--- config.mk ---
export PLATFORM = sky130hd
export DESIGN_NAME = mux_n_1_stream
export DESIGN_NICKNAME = d
export VERILOG_FILES = /design/src/rtl/mux_pkg.sv /design/src/rtl/mux_n_1.sv /design/src/rtl/mux_n_1_stream.sv
export SDC_FILE = /design/constraint.sdc
export NUM_CORES = 1
export LEC_CHECK = 0
export CORE_ASPECT_RATIO = 1.4
export CORE_MARGIN = 5
export CORE_UTILIZATION = 33
export DETAILED_ROUTE_END_ITERATION = 6
export GPL_TIMING_DRIVEN = 0
export PLACE_DENSITY = 0.83
export SYNTH_ARGS = -nofsm -noshare
export SYNTH_HDL_FRONTEND = slang
export SYNTH_SLANG_ARGS = --single-unit
--- constraint.sdc ---
create_clock -name clk -period 1.6 [get_ports clk]
set_input_delay 0.16 -clock clk [delete_from_list [all_inputs] [get_ports clk]]
set_output_delay 0.16 -clock clk [all_outputs]
set_load 0.05 [all_outputs]
--- src/rtl/mux_pkg.sv ---
// -----------------------------------------------------------------------------
// mux_pkg
//   Shared constants and helpers for the N_CH:1 stream multiplexer.
//   MODE_SEL : channel chosen by the external select input
//   MODE_RR  : channel chosen by round-robin arbitration over valid inputs
//   clog2()  : ceiling log2, usable in parameter expressions
// -----------------------------------------------------------------------------
package mux_pkg;

    localparam int MODE_SEL = 0;
    localparam int MODE_RR  = 1;

    function automatic int clog2(input int n);
        int r;
        r = 0;
        while ((1 << r) < n) r = r + 1;
        return r;
    endfunction

endpackage

--- src/rtl/mux_n_1.sv ---
// -----------------------------------------------------------------------------
// mux_n_1
//   Combinational N_CH:1 multiplexer for WIDTH-bit words, built as a binary
//   tree of 2:1 stages (SEL_W levels). Level 1 is steered by the select LSB,
//   the last level by the select MSB.
// Ports
//   data_i  N_CH*WIDTH  channel i at [i*WIDTH +: WIDTH]
//   sel_i   SEL_W       channel index
//   data_o  WIDTH       selected word
// -----------------------------------------------------------------------------
module mux_n_1
    import mux_pkg::*;
#(
    parameter  int N_CH  = 4,
    parameter  int WIDTH = 8,
    localparam int SEL_W = clog2(N_CH)
) (
    input  logic [N_CH*WIDTH-1:0] data_i,
    input  logic [SEL_W-1:0]      sel_i,
    output logic [WIDTH-1:0]      data_o
);

    // Level l holds N_CH>>l candidates; level 0 is the raw channel words.
    for (genvar l = 0; l <= SEL_W; l++) begin : g_lvl
        logic [(N_CH>>l)-1:0][WIDTH-1:0] v;
        for (genvar j = 0; j < (N_CH >> l); j++) begin : g_el
            if (l == 0) begin : g_leaf
                assign v[j] = data_i[j*WIDTH +: WIDTH];
            end else begin : g_node
                assign v[j] = sel_i[l-1] ? g_lvl[l-1].v[2*j+1] : g_lvl[l-1].v[2*j];
            end
        end
    end

    assign data_o = g_lvl[SEL_W].v[0];

endmodule

--- src/rtl/mux_n_1_stream.sv ---
// -----------------------------------------------------------------------------
// mux_n_1_stream
//   N_CH:1 registered stream multiplexer with valid/ready handshake on every
//   input channel and on the single output. One output register stage; full
//   throughput when out_ready stays high.
//   MODE_SEL : grant = sel, sampled each cycle
//   MODE_RR  : grant = first valid channel scanning from rr_ptr upwards (mod N_CH)
// Ports
//   clk, rst_n    clock, asynchronous active-low reset
//   in_data       N_CH*WIDTH  channel i at [i*WIDTH +: WIDTH]
//   in_valid      N_CH        per-channel valid
//   in_ready      N_CH        per-channel ready (combinational, only granted bit)
//   sel           SEL_W       channel select (MODE_SEL only)
//   out_data      WIDTH       registered data
//   out_valid     1           registered valid
//   out_ready     1           consumer ready
//   out_ch        SEL_W       channel that produced out_data
// -----------------------------------------------------------------------------
module mux_n_1_stream
    import mux_pkg::*;
#(
    parameter  int N_CH  = 4,
    parameter  int WIDTH = 8,
    parameter  int MODE  = MODE_SEL,
    localparam int SEL_W = clog2(N_CH)
) (
    input  logic                  clk,
    input  logic                  rst_n,
    input  logic [N_CH*WIDTH-1:0] in_data,
    input  logic [N_CH-1:0]       in_valid,
    output logic [N_CH-1:0]       in_ready,
    input  logic [SEL_W-1:0]      sel,
    output logic [WIDTH-1:0]      out_data,
    output logic                  out_valid,
    input  logic                  out_ready,
    output logic [SEL_W-1:0]      out_ch
);

    logic                 out_valid_q, out_valid_d;
    logic [WIDTH-1:0]     out_data_q,  out_data_d;
    logic [SEL_W-1:0]     out_ch_q,    out_ch_d;
    logic [SEL_W-1:0]     rr_ptr_q,    rr_ptr_d;

    logic                 load_en;
    logic                 rr_found;
    logic [SEL_W-1:0]     rr_ch;
    logic [SEL_W-1:0]     gnt_ch;
    logic                 gnt_vld;
    logic                 xfer;
    logic [WIDTH-1:0]     mux_data;

    // The register can accept a new word when empty or when its word leaves now.
    assign load_en = !out_valid_q || out_ready;

    // Rotating priority scan; the index wraps naturally because N_CH is 2**SEL_W.
    always_comb begin
        logic [SEL_W-1:0] idx;
        rr_found = 1'b0;
        rr_ch    = rr_ptr_q;
        idx      = '0;
        for (int j = 0; j < N_CH; j++) begin
            idx = rr_ptr_q + SEL_W'(j);
            if (!rr_found && in_valid[idx]) begin
                rr_found = 1'b1;
                rr_ch    = idx;
            end
        end
    end

    always_comb begin
        if (MODE == MODE_RR) begin
            gnt_ch  = rr_ch;
            gnt_vld = rr_found;
        end else begin
            gnt_ch  = sel;
            gnt_vld = in_valid[sel];
        end
    end

    // In select mode ready follows sel alone so producers may wait on ready
    // before raising valid.
    always_comb begin
        in_ready = '0;
        if (load_en && (MODE == MODE_SEL || rr_found)) begin
            in_ready[gnt_ch] = 1'b1;
        end
    end

    assign xfer = load_en && gnt_vld;

    mux_n_1 #(
        .N_CH  (N_CH),
        .WIDTH (WIDTH)
    ) u_mux (
        .data_i (in_data),
        .sel_i  (gnt_ch),
        .data_o (mux_data)
    );

    always_comb begin
        out_valid_d = out_valid_q;
        out_data_d  = out_data_q;
        out_ch_d    = out_ch_q;
        rr_ptr_d    = rr_ptr_q;
        if (load_en) begin
            out_valid_d = xfer;
        end
        if (xfer) begin
            out_data_d = mux_data;
            out_ch_d   = gnt_ch;
            if (MODE == MODE_RR) begin
                rr_ptr_d = gnt_ch + 1'b1;
            end
        end
    end

    // ---- output register stage ----
    always_ff @(posedge clk or negedge rst_n) begin
        if (!rst_n) begin
            out_valid_q <= 1'b0;
            out_data_q  <= '0;
            out_ch_q    <= '0;
            rr_ptr_q    <= '0;
        end else begin
            out_valid_q <= out_valid_d;
            out_data_q  <= out_data_d;
            out_ch_q    <= out_ch_d;
            rr_ptr_q    <= rr_ptr_d;
        end
    end

    assign out_valid = out_valid_q;
    assign out_data  = out_data_q;
    assign out_ch    = out_ch_q;

endmodule

==> summary.md <==
| Metric | Value |
|---|---|
| CTS tree | `yes` |
| Switching power | `0.4952 mW` |
| Die height | `66.01 um` |
| Max incr delay on CP | `0.80 ns` |
| Reg2reg path depth | `5` |
| DP Cell Count | `124` |
| Crit-path max FO | `2` |
| VDD IR max | `0.3117 mV` |
| Worst Path Buf+Inv | `1` |
| Slew headroom | `0.6609` |
| HPWL after DPL | `1780 um` |
| Syn-to-layout area delta | `83.42%` |
| Share of layout cells above drive strength 1 | `0.3019` |
| Final worst slack | `0.03293 ns` |
| CTS Sinks | `11` |
| Worst flop-to-flop path startpoint | `out_valid` |
| Core ar. | `0.002152 mm^2` |
| Vias | `633` |
| GRT overflow | `0` |
| Switching share of power | `0.3919` |
| Synth warn | `0` |
| Hold Fails Final Rpt | `0` |
| Overall power | `1.264 mW` |
| Hold_ws | `0.2102 ns` |
| CP Launch Type | `register` |
| Synth Net Count | `89` |
| Number of max-cap violations | `0` |
| CP Depth | `1` |
| Die span in x | `50.01 um` |
| Sequential share of the synthesized area | `0.3723` |
| Clk_lat worst skew | `0.26 ns` |
| Commonest non-fill, non-tap cell in the layout | `clkdlybuf4s50_1` |
| Fin. max-slew vios | `0` |
| Netlist cell types | `20` |
| Non-filler cells, final | `128` |
| Period utilization | `0.9794` |
| Final nets | `148` |
| Combinational share of power | `0.555` |
| Die area | `0.003301 mm^2` |
| Synth Register Bits | `11` |
| Critical Setup Path Class | `reg -> out` |
| Max frequency | `638.1 MHz` |
| ANT nets after route | `0` |
| CTS clk-pin slew, worst paths | `0.06 ns` |
| Max Root-Sink Buffers | `2` |
| Commonest non-fill, non-tap cells in the layout | `39 x clkdlybuf4s50_1, 10 x dfrtp_1, 9 x mux2_4` |
| First-pass GRT wire length | `3139 um` |
| Final setup violation count | `0` |
| Worst Skew | `0.006599 ns` |
| Flop-to-flop setup slack | `0.12 ns` |
| IO Port Bufs | `54` |
| IO Count | `56` |
| Static Leak | `0.6475 nW` |
| GP Congestion | `0.6933` |
| Drc violations | `0` |
| Internal Power | `0.7683 mW` |
| Fin crit period | `1.567 ns` |
| CTS buffer count | `3` |
| Rows | `20` |
| Clock Root Buffer | `clkbuf_4` |
| Hold_buf cts | `0` |
| Vias/cell | `4.945` |
| Vias in the first global route | `721` |
| DR WL/cell | `15.36 um` |
| Status | `finished, final reports clean` |
| Initial Util | `0.3436` |
| Clock share of power | `0.139` |
| Worst Tran Pin Value | `0.5078 ns` |
| CP delay by family, top | `buffers and inverters` |
| Cell Area, Synth | `739.5 um^2` |
| Ant diodes | `0` |
| H-tree levels | `1` |
| Slowest CP cell | `clkdlybuf4s50_1` |
| Worst hold path type | `in -> async` |
| Avg Cell Area, Syn | `15.41 um^2` |
| Largest net degree at the start of global routing | `12` |
| 1st-iter DRT viols | `10` |
| Critical Path Sink Type | `output pin` |
| RR Endpoint | `out_data[3]` |
| Initial antenna violation count | `0` |
| Synth top area share | `0.3723` |
| Arrival @ worst endpoint | `1.41 ns` |
| Post-Route WL | `1966 um` |
| Top cells by area, synth | `dfrtp_1 37%, mux4_2 21%, mux2_4 18%` |
| Worst Path Required | `1.44 ns` |
| RSZ-0062 raised after global routing | `no` |
| Most area-hungry cell type in the Yosys netlist | `dfrtp_1` |
| Pwr Density | `931.6 mW/mm^2` |
| Crit path cell chain | `clkdlybuf4s50_1` |
| Post-Syn Instances | `48` |
| All-Layer GR Usage | `0.1232` |
| DR pass1 iterations | `2` |
| Dpl ws | `-0.7940 ns` |
| Flop pwr share | `0.306` |
## logic make-up after synthesis
logic type / share of synthesized area
AO/OA/AOI/OAI: 0.03216
flip-flops: 0.3722
buffers and inverters: 0.05582
AND/OR/NAND/NOR: 0.08124
multiplexers: 0.4586
## routing by layer
metal / vias up / track usage / part of all wire
met3: 4 / 0.01806 / 0.057
met2: 25 / 0.2374 / 0.59
met4: 0 / 0.06885 / 0.018
met5: - / 0 / 0
met1: 301 / 0.1191 / 0.34
li1: 303 / - / -
## registers in the layout, summed over array words and instances (netlist names)
| name | cells |
|---|---|
| out_data | 8 |
| out_valid | 1 |
| out_ch | 2 |
## cell type report
| type | count | area [um^2] |
|---|---|---|
| Timing Repair Buffer | 54 | 540.5 |
| Buffer | 4 | 41.29 |
| Clock buffer | 4 | 26.28 |
| Tap cell | 22 | 27.53 |
| Inverter | 1 | 3.754 |
| Sequential cell | 11 | 276.5 |
| Fill cell | 194 | 795.8 |
| Multi-Input combinational cell | 32 | 440.4 |
## worst max-delay path by stage
| stage | from | end |
|---|---|---|
| floorplan | out_valid | out_ch[0] |
| global placement | sel[1] | in_ready[3] |
| detailed placement | sel[1] | in_ready[3] |
| CTS | out_data[1] | out_data[1] |
| global route | out_data[7] | out_data[7] |
| finish | out_data[7] | out_data[7] |
## power groups by stage
stage,logic (mW),registers [mW],clock network [mW]
5_1_grt,0.735,0.398,0.189
6_report,0.701,0.387,0.176
3_3_place_gp,0.722,0.391,0
3_5_place_dp,0.730,0.397,0
2_1_floorplan,0.213,0.629,0
4_1_cts,0.713,0.391,0.180
## per-stage QoR
step	instance area, um^2	TNS (ns)	util
CTS	1343	0	0.6238
detailed placement	1326	-4.864	0.6163
global placement	1326	-4.326	0.6163
global route	1356	0	0.6302
finish	1356	0	0.6302
floorplan	758.2	-0.02135	-
## cells in the mapped netlist
| library cell | count |
|---|---|
| dfrtp_1 | 11 |
| mux2_4 | 9 |
| mux4_2 | 7 |
| buf_6 | 3 |
| mux2i_1 | 2 |
| nand2_1 | 2 |
| a21o_1 | 1 |
| and3_1 | 1 |
| clkbuf_1 | 1 |
| inv_1 | 1 |
| mux4_1 | 1 |
| nand2b_1 | 1 |
| nor2_1 | 1 |
| nor2b_1 | 1 |
| nor3_1 | 1 |
| nor3_2 | 1 |
| nor3b_1 | 1 |
| o21ba_1 | 1 |
| o22ai_1 | 1 |
| or2b_1 | 1 |
## what timing repair did
item | 4_1_cts | 5_1_grt
hold endpoints to repair | 0 | 0
setup buffers | 0 | 0
gates resized for setup | 26 | 11
endpoints found under the setup margin | 13 | 10
(Power assumes the default switching activity.)
